### src/rtl/srl_fifo_status_oreg_if.sv
// Stream handshake and status bundle for srl_fifo_status_oreg.
// The producer/consumer side holds the master modport and the FIFO holds the slave modport.
interface srl_fifo_status_oreg_if #(
  parameter int DATA_WIDTH = 32,
  parameter int ADDR_WIDTH = 4
);
  logic                  if_write_ce;
  logic                  if_write;
  logic [DATA_WIDTH-1:0] if_din;
  logic                  if_full_n;
  logic                  if_read_ce;
  logic                  if_read;
  logic [DATA_WIDTH-1:0] if_dout;
  logic                  if_empty_n;
  logic [ADDR_WIDTH+1:0] if_num_data_valid;
  logic                  if_almost_full;
  logic                  if_almost_empty;
  logic                  err_overflow;
  logic                  err_underflow;

  modport master (
    output if_write_ce, if_write, if_din, if_read_ce, if_read,
    input  if_full_n, if_dout, if_empty_n, if_num_data_valid,
           if_almost_full, if_almost_empty, err_overflow, err_underflow
  );

  modport slave (
    input  if_write_ce, if_write, if_din, if_read_ce, if_read,
    output if_full_n, if_dout, if_empty_n, if_num_data_valid,
           if_almost_full, if_almost_empty, err_overflow, err_underflow
  );
endinterface

### src/rtl/srl_fifo_status_oreg.sv
// SRL-based stream FIFO with registered status flags, an optional output-register head stage
// (capacity DEPTH+1), and sticky overflow/underflow flags.
module srl_fifo_status_oreg #(
  parameter int DATA_WIDTH = 32,
  parameter int ADDR_WIDTH = 4,
  parameter int DEPTH      = 16,
  parameter int OUT_REG    = 0,
  parameter int AF_TH      = 12,
  parameter int AE_TH      = 2
) (
  input logic                   clk,
  input logic                   reset,
  srl_fifo_status_oreg_if.slave bus
);
  localparam int SW   = ADDR_WIDTH + 1;
  localparam int CW   = ADDR_WIDTH + 2;
  localparam bit OREG = (OUT_REG != 0);

  if (DEPTH > (1 << ADDR_WIDTH) || AE_TH >= AF_TH || DEPTH < 2) begin : g_bad_params
    $error("srl_fifo_status_oreg: bad DEPTH/ADDR_WIDTH or AE_TH >= AF_TH");
  end

  logic [DATA_WIDTH-1:0] srl [DEPTH];
  logic [SW-1:0]         srl_cnt, srl_cnt_nxt;
  logic [ADDR_WIDTH-1:0] addr;
  logic                  oval, oval_nxt;
  logic [DATA_WIDTH-1:0] odata;
  logic [CW-1:0]         cnt, cnt_nxt;
  logic                  full_n, empty_n, afull, aempty, ovf, unf;
  logic                  wr, rd, ld, pop;

  assign wr   = bus.if_write & bus.if_write_ce & full_n;
  assign rd   = bus.if_read & bus.if_read_ce & empty_n;
  assign addr = (srl_cnt == '0) ? '0 : ADDR_WIDTH'(srl_cnt - SW'(1));
  assign ld   = OREG & (srl_cnt != '0) & (~oval | rd);
  // With the head register, the SRL only gives up a word when the register takes it.
  assign pop  = OREG ? ld : rd;

  always_comb begin
    oval_nxt = oval;
    if (ld)      oval_nxt = 1'b1;
    else if (rd) oval_nxt = 1'b0;
    srl_cnt_nxt = srl_cnt;
    if (wr & ~pop)      srl_cnt_nxt = srl_cnt + SW'(1);
    else if (pop & ~wr) srl_cnt_nxt = srl_cnt - SW'(1);
    cnt_nxt = CW'(srl_cnt_nxt) + CW'(oval_nxt);
  end

  // Storage has no reset; only the counters decide what is valid.
  always_ff @(posedge clk) begin
    if (wr) begin
      srl[0] <= bus.if_din;
      for (int i = 1; i < DEPTH; i++) srl[i] <= srl[i-1];
    end
    if (ld) odata <= srl[addr];
  end

  always_ff @(posedge clk or posedge reset) begin
    if (reset) begin
      srl_cnt <= '0;
      oval    <= 1'b0;
      cnt     <= '0;
      full_n  <= 1'b1;
      empty_n <= 1'b0;
      afull   <= 1'b0;
      aempty  <= 1'b1;
      ovf     <= 1'b0;
      unf     <= 1'b0;
    end else begin
      srl_cnt <= srl_cnt_nxt;
      oval    <= oval_nxt;
      cnt     <= cnt_nxt;
      full_n  <= (srl_cnt_nxt != SW'(DEPTH));
      empty_n <= OREG ? oval_nxt : (srl_cnt_nxt != '0);
      afull   <= (cnt_nxt >= CW'(AF_TH));
      aempty  <= (cnt_nxt <= CW'(AE_TH));
      ovf     <= ovf | (bus.if_write & bus.if_write_ce & ~full_n);
      unf     <= unf | (bus.if_read & bus.if_read_ce & ~empty_n);
    end
  end

  assign bus.if_dout           = OREG ? odata : srl[addr];
  assign bus.if_full_n         = full_n;
  assign bus.if_empty_n        = empty_n;
  assign bus.if_num_data_valid = cnt;
  assign bus.if_almost_full    = afull;
  assign bus.if_almost_empty   = aempty;
  assign bus.err_overflow      = ovf;
  assign bus.err_underflow     = unf;
endmodule

### src/flat_wrapper.sv
// flat-port wrapper written by rule: the top's interface ports become plain ports
module srl_fifo_status_oreg_flat 
#(
  parameter int DATA_WIDTH = 32,
  parameter int ADDR_WIDTH = 4,
  parameter int DEPTH      = 16,
  parameter int OUT_REG    = 0,
  parameter int AF_TH      = 12,
  parameter int AE_TH      = 2
)
  (clk, reset, bus_if_write_ce, bus_if_write, bus_if_din, bus_if_read_ce, bus_if_read, bus_if_full_n, bus_if_dout, bus_if_empty_n, bus_if_num_data_valid, bus_if_almost_full, bus_if_almost_empty, bus_err_overflow, bus_err_underflow);
  srl_fifo_status_oreg_if #(.DATA_WIDTH(DATA_WIDTH), .ADDR_WIDTH(ADDR_WIDTH)) bus_i ();
  input logic clk;
  input logic reset;
  input wire logic [$bits(bus_i.if_write_ce)-1:0] bus_if_write_ce;
  input wire logic [$bits(bus_i.if_write)-1:0] bus_if_write;
  input wire logic [$bits(bus_i.if_din)-1:0] bus_if_din;
  input wire logic [$bits(bus_i.if_read_ce)-1:0] bus_if_read_ce;
  input wire logic [$bits(bus_i.if_read)-1:0] bus_if_read;
  output wire logic [$bits(bus_i.if_full_n)-1:0] bus_if_full_n;
  output wire logic [$bits(bus_i.if_dout)-1:0] bus_if_dout;
  output wire logic [$bits(bus_i.if_empty_n)-1:0] bus_if_empty_n;
  output wire logic [$bits(bus_i.if_num_data_valid)-1:0] bus_if_num_data_valid;
  output wire logic [$bits(bus_i.if_almost_full)-1:0] bus_if_almost_full;
  output wire logic [$bits(bus_i.if_almost_empty)-1:0] bus_if_almost_empty;
  output wire logic [$bits(bus_i.err_overflow)-1:0] bus_err_overflow;
  output wire logic [$bits(bus_i.err_underflow)-1:0] bus_err_underflow;
  assign bus_i.if_write_ce = bus_if_write_ce;
  assign bus_i.if_write = bus_if_write;
  assign bus_i.if_din = bus_if_din;
  assign bus_i.if_read_ce = bus_if_read_ce;
  assign bus_i.if_read = bus_if_read;
  assign bus_if_full_n = bus_i.if_full_n;
  assign bus_if_dout = bus_i.if_dout;
  assign bus_if_empty_n = bus_i.if_empty_n;
  assign bus_if_num_data_valid = bus_i.if_num_data_valid;
  assign bus_if_almost_full = bus_i.if_almost_full;
  assign bus_if_almost_empty = bus_i.if_almost_empty;
  assign bus_err_overflow = bus_i.err_overflow;
  assign bus_err_underflow = bus_i.err_underflow;
  srl_fifo_status_oreg #(.DATA_WIDTH(DATA_WIDTH), .ADDR_WIDTH(ADDR_WIDTH), .DEPTH(DEPTH), .OUT_REG(OUT_REG), .AF_TH(AF_TH), .AE_TH(AE_TH)) u_core (.clk(clk), .reset(reset), .bus(bus_i));
endmodule
### config.mk
export PLATFORM = sky130hd
export DESIGN_NAME = srl_fifo_status_oreg_flat
export DESIGN_NICKNAME = d
export VERILOG_FILES = /design/src/rtl/srl_fifo_status_oreg_if.sv /design/src/rtl/srl_fifo_status_oreg.sv /design/src/flat_wrapper.sv
export SDC_FILE = /design/constraint.sdc
export NUM_CORES = 1
export LEC_CHECK = 0
export ABC_AREA = 1
export CELL_PAD_IN_SITES_DETAIL_PLACEMENT = 2
export CELL_PAD_IN_SITES_GLOBAL_PLACEMENT = 2
export CORE_MARGIN = 2
export CORE_UTILIZATION = 40
export DETAILED_ROUTE_END_ITERATION = 6
export GPL_TIMING_DRIVEN = 0
export PLACE_DENSITY = 0.72
export SLEW_MARGIN = 10
export SYNTH_ARGS = -nofsm -noshare
export SYNTH_HDL_FRONTEND = slang
export SYNTH_SLANG_ARGS = --single-unit
export TNS_END_PERCENT = 30
### constraint.sdc
create_clock -name clk -period 22.4 [get_ports clk]
set_input_delay 2.24 -clock clk [delete_from_list [all_inputs] [get_ports clk]]
set_output_delay 2.24 -clock clk [all_outputs]
set_load 0.01 [all_outputs]
==> results of run 1 <==
state kept, by name, summed over array words and instances, names as in the netlist:
signal and cells:
u_core.bus.if_full_n 1, u_core.srl 512, u_core.srl_cnt 5, u_core.bus.if_num_data_valid 6
u_core.bus.if_empty_n 1, u_core.bus.if_almost_full 1, u_core.bus.err_underflow 1, u_core.bus.err_overflow 1
u_core.oval 1, u_core.bus.if_almost_empty 1
Yosys cell counts, drive strengths merged:
master	instances	share of area, %
edfxtp	512	71
nand2	395	6.9
nand3	143	3.4
nor2	142	2.6
o21ai	131	3.0
o211ai	96	3.3
buf	89	2.7
inv	88	1.5
o221ai	32	1.3
or2	32	0.93
dfrtp	16	1.9
clkbuf	14	0.24
ha	5	0.29
xor2	3	0.16
dfstp	2	0.24
o21bai	2	0.070
nand4	1	0.029
nor3	1	0.023
through the flow:
stage | cell area (sq um) | std cells
floorplan | 21500 | 1704
global placement | 23200 | 2481
detailed placement | 23600 | 2500
CTS | 25400 | 2603
global route | 25400 | 2603
finish | 25400 | 2603
worst max-delay path: stages, from the launching register on:
cell	delay (ns)
dfrtp_1	0.41
inv_2	0.24
buf_2	0.42
clkbuf_1	0.52
ha_1	0.33
xor2_2	0.18
nand2_2	0.18
buf_4	0.27
buf_4	0.20
nor2_1	0.10
o21ai_0	0.17
nand3_1	0.15
nand3_1	0.16
nand2_1	0.15
clkdlybuf4s50_1	0.56
kinds of logic (layout without fill, tap and decap cells):
family,count (synthesis),after routing,share of synthesized area [%]
AND/OR/NAND/NOR,714,714,13.9
adder cells (fa/ha/maj),5,5,0.290
XOR/XNOR,3,3,0.157
buffers and inverters,191,394,4.45
flip-flops,530,530,73.5
AO/OA/AOI/OAI,261,261,7.76
power breakdown:
part | internal [mW] | total, mW | leakage, nW | switching, mW
Sequential | 1.16 | 1.20 | 5.01 | 0.0336
Clock | 0.526 | 0.910 | 0.869 | 0.384
Combinational | 0.627 | 1.83 | 3.51 | 1.20
worst max path at each step:
stage,endpoint,start,cells after the start
floorplan,u_core.bus.if_almost_empty$_DFF_PP1_,bus_if_write,13
global placement,u_core.bus.if_almost_empty$_DFF_PP1_,bus_if_write,14
detailed placement,bus_if_dout[0],u_core.srl_cnt[0]$_DFF_PP0_,13
CTS,bus_if_dout[14],u_core.srl_cnt[0]$_DFF_PP0_,14
global route,bus_if_dout[14],u_core.srl_cnt[0]$_DFF_PP0_,14
finish,bus_if_dout[12],u_core.srl_cnt[0]$_DFF_PP0_,14
area by class of cell:
| type | count | area (sq um) | area share, % |
|---|---|---|---|
| sequential | 530 | 15800 | 62.2 |
| multi-input combinational | 983 | 4760 | 18.7 |
| clock buffer | 75 | 1580 | 6.21 |
| timing repair buffer | 100 | 1230 | 4.83 |
| tap | 696 | 871 | 3.42 |
| buffer | 103 | 629 | 2.48 |
| inverter | 88 | 330 | 1.30 |
| clock inverter | 28 | 201 | 0.792 |
routing by layer:
metal	part of all wire [%]	track usage (%)	up-vias
met5	0	0	-
met4	1.9	5.94	0
met3	3.8	2.96	69
met2	49	37.3	233
met1	45	29.9	7001
li1	-	-	6404
==> impl_results.md, run 1 <==
* Largest net degree at the start of global routing at 34
* Final Util at approximately 48%
* Cts repair resizes at 0
* Final Setup Violations at 0
* Worst EP arrival at 4.66 ns
* Net Count, Synth at approximately 1700
* PortBufs at slightly above 80
* Die area at 55700 sq um
* Number of fill cells in the layout at just over 5000
* Netlist cell types at 32
* Critical path type: reg2out
* Hold WS at 0.437 ns
* Post-DRT Antenna Nets at 0
* Worst hold endpoint: u_core.srl[3][17]$_DFFE_PP_
* ANT cells at 0
* Total vias in the final route at between 10000 and 15000
* Final Hold Violating Endpoints at 0
* Most common cell after layout, fill and taps aside: edfxtp_1
* Sequential share of the synthesized area at between 70 and 80%
* Reg2reg start: u_core.srl_cnt[0]$_DFF_PP0_
* Initial antenna violation count at 1
* Total I/O pin count at between 80 and 90
* Skew final at 0.0179 ns
* Peak supply drop at 0.0655 mV
* FP Rows at 85
* Fraction of layout cells with a size suffix above 1 at 11.6%
* Area Overhead vs Synth at 18.0%
* Slew @ Worst Pin at 0.772 ns
* Cells after synthesis at 1704
* Worst-path clk slew at 0.06 ns
* Share of the cycle needed by the critical path after routing at 30.8%
* CTS Hold Bufs at 0
* CTS buffer count at between 50 and 60
* Clock Latency Late Sink at 0.62 ns
* Gp weighted congestion at between 0.7 and 0.8
* Die Wd at 236 microns
* Status: complete, no violations
* WL final at 60.6 mm
* Avg Cell Area, Syn at 12.6 sq um
* First-iteration detailed-routing DRC count at 988
* Largest fanout on the critical path at 11
* Grt total ovfl at 0
* Core ar. at 53500 sq um
* Hold crit path type: reg2reg
* Crit start category: register
* WHS Path Cells at 0
* Drt pass-1 iters at 5
* Number of synthesized register bits at 530
* DIE HEIGHT at 236 microns
* Postcts setup bufs at 0
* First-pass GRT wire length at 93.5 mm
* Maxcap violations at 0
* Place WS at 16.12 ns
* Wire per inst at approximately 23 microns
* Final Power at 3.93 mW
* CTS H-tree depth at 2
* Max frequency at 145 MHz
* CTS root buf: clkbuf_16
* Initial Utilization at 40.3%
* Clock Tree Buf Depth at 3
* Flop2flop setup slack at 19.33 ns
* Leakage power at 9.39 nW
* Req. time, crit path at 20.16 ns
* Post-route setup slack at 15.50 ns
* RSZ-0062 raised after global routing: no
* Ys Warns at 0
* Worst R2R End: u_core.bus.if_almost_full$_DFF_PP0_
* Post-route DRC violation count at 0
* Vias in the first global route at 15100
* Vias per cell at 5.27
* Synthesized area at 21500 sq um
* DP HPWL at 44.6 mm
* Final setup TNS at 0 ns
* Final #Nets at around 1900
* Min-delay src: u_core.srl[2][17]$_DFFE_PP_
* CTS tree: built
* Min Tclk post-route at between 6 and 7 ns
* Power density cells at 155 nW/um^2
* Most frequent cells in the layout: edfxtp_1, nand2_1, nand3_1, nor2_1, o21ai_0
* Pins Over Slew Limit at 0
* All-Layer GR Usage at 22.0%
* Rel. slew slack at 48.5%
* Clock sinks at 530
* Crit. End Element: primary output
* Reg2Reg Depth at 13
(Power assumes the default switching activity.)
==> inputs of run 2 (changes only) <==
clock period = 6.5 ns   (was 22.4 ns; I/O delays follow)
==> run 2 against run 1 <==
  * First-iteration DRC count increased by 18%
  * Worst hold slack improved by 0.0034 ns
  * Routed wire length increased by 1.4%
  * Sequential power rose to 3.4 times the previous value
  * Register-to-register slack got worse by 16 ns
  * Critical endpoint is now bus_if_dout[14]
  * Largest cell class unchanged
==> impl_results.md, run 2 (synthesis gave the netlist of run 1 again) <==
* Largest net degree at the start of global routing at 34
* Gp weighted congestion at 0.794
* CTS root buf: clkbuf_16
* Largest fanout on the critical path at 11
* Initial antenna violation count at 1
* Core ar. at 53500 sq um
* Grt total ovfl at 0
* Hold WS at about 0.44 ns
* Multi-input logic area at 4820 sq um
* Worst R2R End: u_core.bus.if_almost_empty$_DFF_PP1_
* Drt pass-1 iters at 5
* Initial Utilization at ~40%
* Worst EP arrival at ~4.8 ns
* Rel. slew slack at 45.7%
* CTS Hold Bufs at 0
* Most common cell after layout, fill and taps aside: edfxtp_1
* Final Setup Violations at 0
* All-Layer GR Usage at 22.4%
* Req. time, crit path at 5.85 ns
* Worst hold endpoint: u_core.srl[8][31]$_DFFE_PP_
* Flop2flop setup slack at 3.54 ns
* Final Hold Violating Endpoints at 0
* Die area at ~56000 sq um
* Reg2reg start: u_core.srl_cnt[0]$_DFF_PP0_
* Critical path type: reg2out
* CP peak stage delay at 0.56 ns
* Area Overhead vs Synth at 18.3%
* Most frequent cells in the layout: edfxtp_1, nand2_1, nand3_1, nor2_1, o21ai_0
* Post-route DRC violation count at 0
* CTS tree: built
* Slew @ Worst Pin at 0.814 ns
* Fraction of layout cells with a size suffix above 1 at 12.1%
* CTS H-tree depth at 2
* WHS Path Cells at 0
* Vias per cell at around 5.3
* Reg2Reg Depth at 12
* Status: complete, no violations
* Wire per inst at 23.6 microns
* Final #Nets at about 1900
* CP Cell Sequence: inv_2 > buf_2 > clkbuf_1 > ha_1 > xor2_2 > nand2_2 > buf_4 > buf_2 > nor2_1 > o21ai_0 > nand3_1 > nand3_1 > nand2_1 > clkdlybuf4s50_1
* RSZ-0062 raised after global routing: no
* Crit. End Element: primary output
* Maxcap violations at 0
* Top reg by flops: u_core.srl
* Power density cells at roughly 530 nW/um^2
* Postcts setup bufs at 0
* Share of the cycle needed by the critical path after routing at 83.1%
* Slowest cell on crit path: clkdlybuf4s50_1
* Fin area at 25500 sq um
* Min-delay src: u_core.srl[7][31]$_DFFE_PP_
* Number of fill cells in the layout at 5240
* DP HPWL at 44.8 mm
* ANT cells at 0
* Reg area at 15800 sq um
* Leakage power at 9.40 nW
* Clock Latency Late Sink at 0.62 ns
* First-pass GRT wire length at 95.5 mm
* Post-DRT Antenna Nets at 0
* Crit start category: register
* Peak supply drop at 0.202 mV
* Final Non-Filler Cells at 2604
* Pins Over Slew Limit at 0
* FP Rows at 85
* Total vias in the final route at roughly 14000
* Max reg flops at 512
* Max frequency at 185 MHz
* Clock Tree Buf Depth at 3
* Die Wd at 236 microns
* Hold crit path type: reg2reg
* First-iteration detailed-routing DRC count at approximately 1200
* Vias in the first global route at 15400
* Post-DP Area at 23700 sq um
* PortBufs at 81
* Cts repair resizes at 0
* Worst-path clk slew at ~0.060 ns
* WL final at approximately 61 mm
* CTS buffer count at 58
* Total I/O pin count at around 80
* DIE HEIGHT at 236 microns
* Min Tclk post-route at 5.40 ns
* Skew final at 0.0157 ns
* Clock sinks at 530
* Post-Place Cells at 2500
==> run 2: cell count changes in the layout (fill, tap and decap cells not counted), moves of 2 or more <==
cell      delta
ha_1         -2
nand2_2      +3
nor2_1       -2
ha_4         +2
clkinv_1     -4
nor2_2       +2
clkbuf_1     +6
nand2_1      -4
==> run 2: per-stage QoR <==
stage          worst slack (ns)  power [mW]  utilization (%)   TNS, ns
2_1_floorplan             -3.62        7.67                -  -1176.97
3_3_place_gp              -7.70        10.3             43.5  -3067.41
3_5_place_dp               1.76        10.6             44.3         0
4_1_cts                    1.03        13.8             47.6         0
5_1_grt                   0.856        14.4             47.6         0
6_report                   1.10        13.6             47.6         0
==> run 2: how the worst max path moves through the flow <==
stage	startpoint	endpoint	slack, ns	cells after the start
global route	u_core.srl_cnt[0]$_DFF_PP0_	bus_if_dout[14]	0.86	14
global placement	bus_if_write	u_core.bus.if_almost_empty$_DFF_PP1_	-7.70	14
detailed placement	u_core.srl_cnt[0]$_DFF_PP0_	bus_if_dout[14]	1.76	14
floorplan	bus_if_write	u_core.bus.if_almost_empty$_DFF_PP1_	-3.62	13
CTS	u_core.srl_cnt[0]$_DFF_PP0_	bus_if_dout[14]	1.03	14
finish	u_core.srl_cnt[0]$_DFF_PP0_	bus_if_dout[14]	1.10	14
==> run 2: metal layers <==
metal | up-vias | routed length [microns] | GRT usage, %
met4 | 0 | 1090 | 5.35
li1 | 6397 | - | -
met1 | 7159 | 27500 | 30.8
met2 | 276 | 30300 | 37.8
met5 | - | 0 | 0
met3 | 76 | 2580 | 3.29
==> run 2: power breakdown <==
part	total [mW]	switching, mW	internal [mW]
Combinational	6.33	4.16	2.17
Clock	3.15	1.33	1.82
Sequential	4.13	0.116	4.01
Total	13.6	5.61	8.00
==> run 2: final cells by class <==
class | instances | share of cell area [%]
Clock inverter | 23 | 0.683
Timing Repair Buffer | 100 | 4.82
Clock buffer | 81 | 6.29
Inverter | 88 | 1.30
Tap cell | 696 | 3.42
Sequential cell | 530 | 62.1
Buffer | 103 | 2.47
Multi-Input combinational cell | 983 | 18.9
==> run 2: worst max-delay path: cells and delay by family, from the launching register on <==
family,cells,cell delay (ns)
AO/OA/AOI/OAI,1,0.18
XOR/XNOR,1,0.20
adder cells (fa/ha/maj),1,0.34
buffers and inverters,6,2.21
flip-flops,1,0.41
AND/OR/NAND/NOR,5,0.76
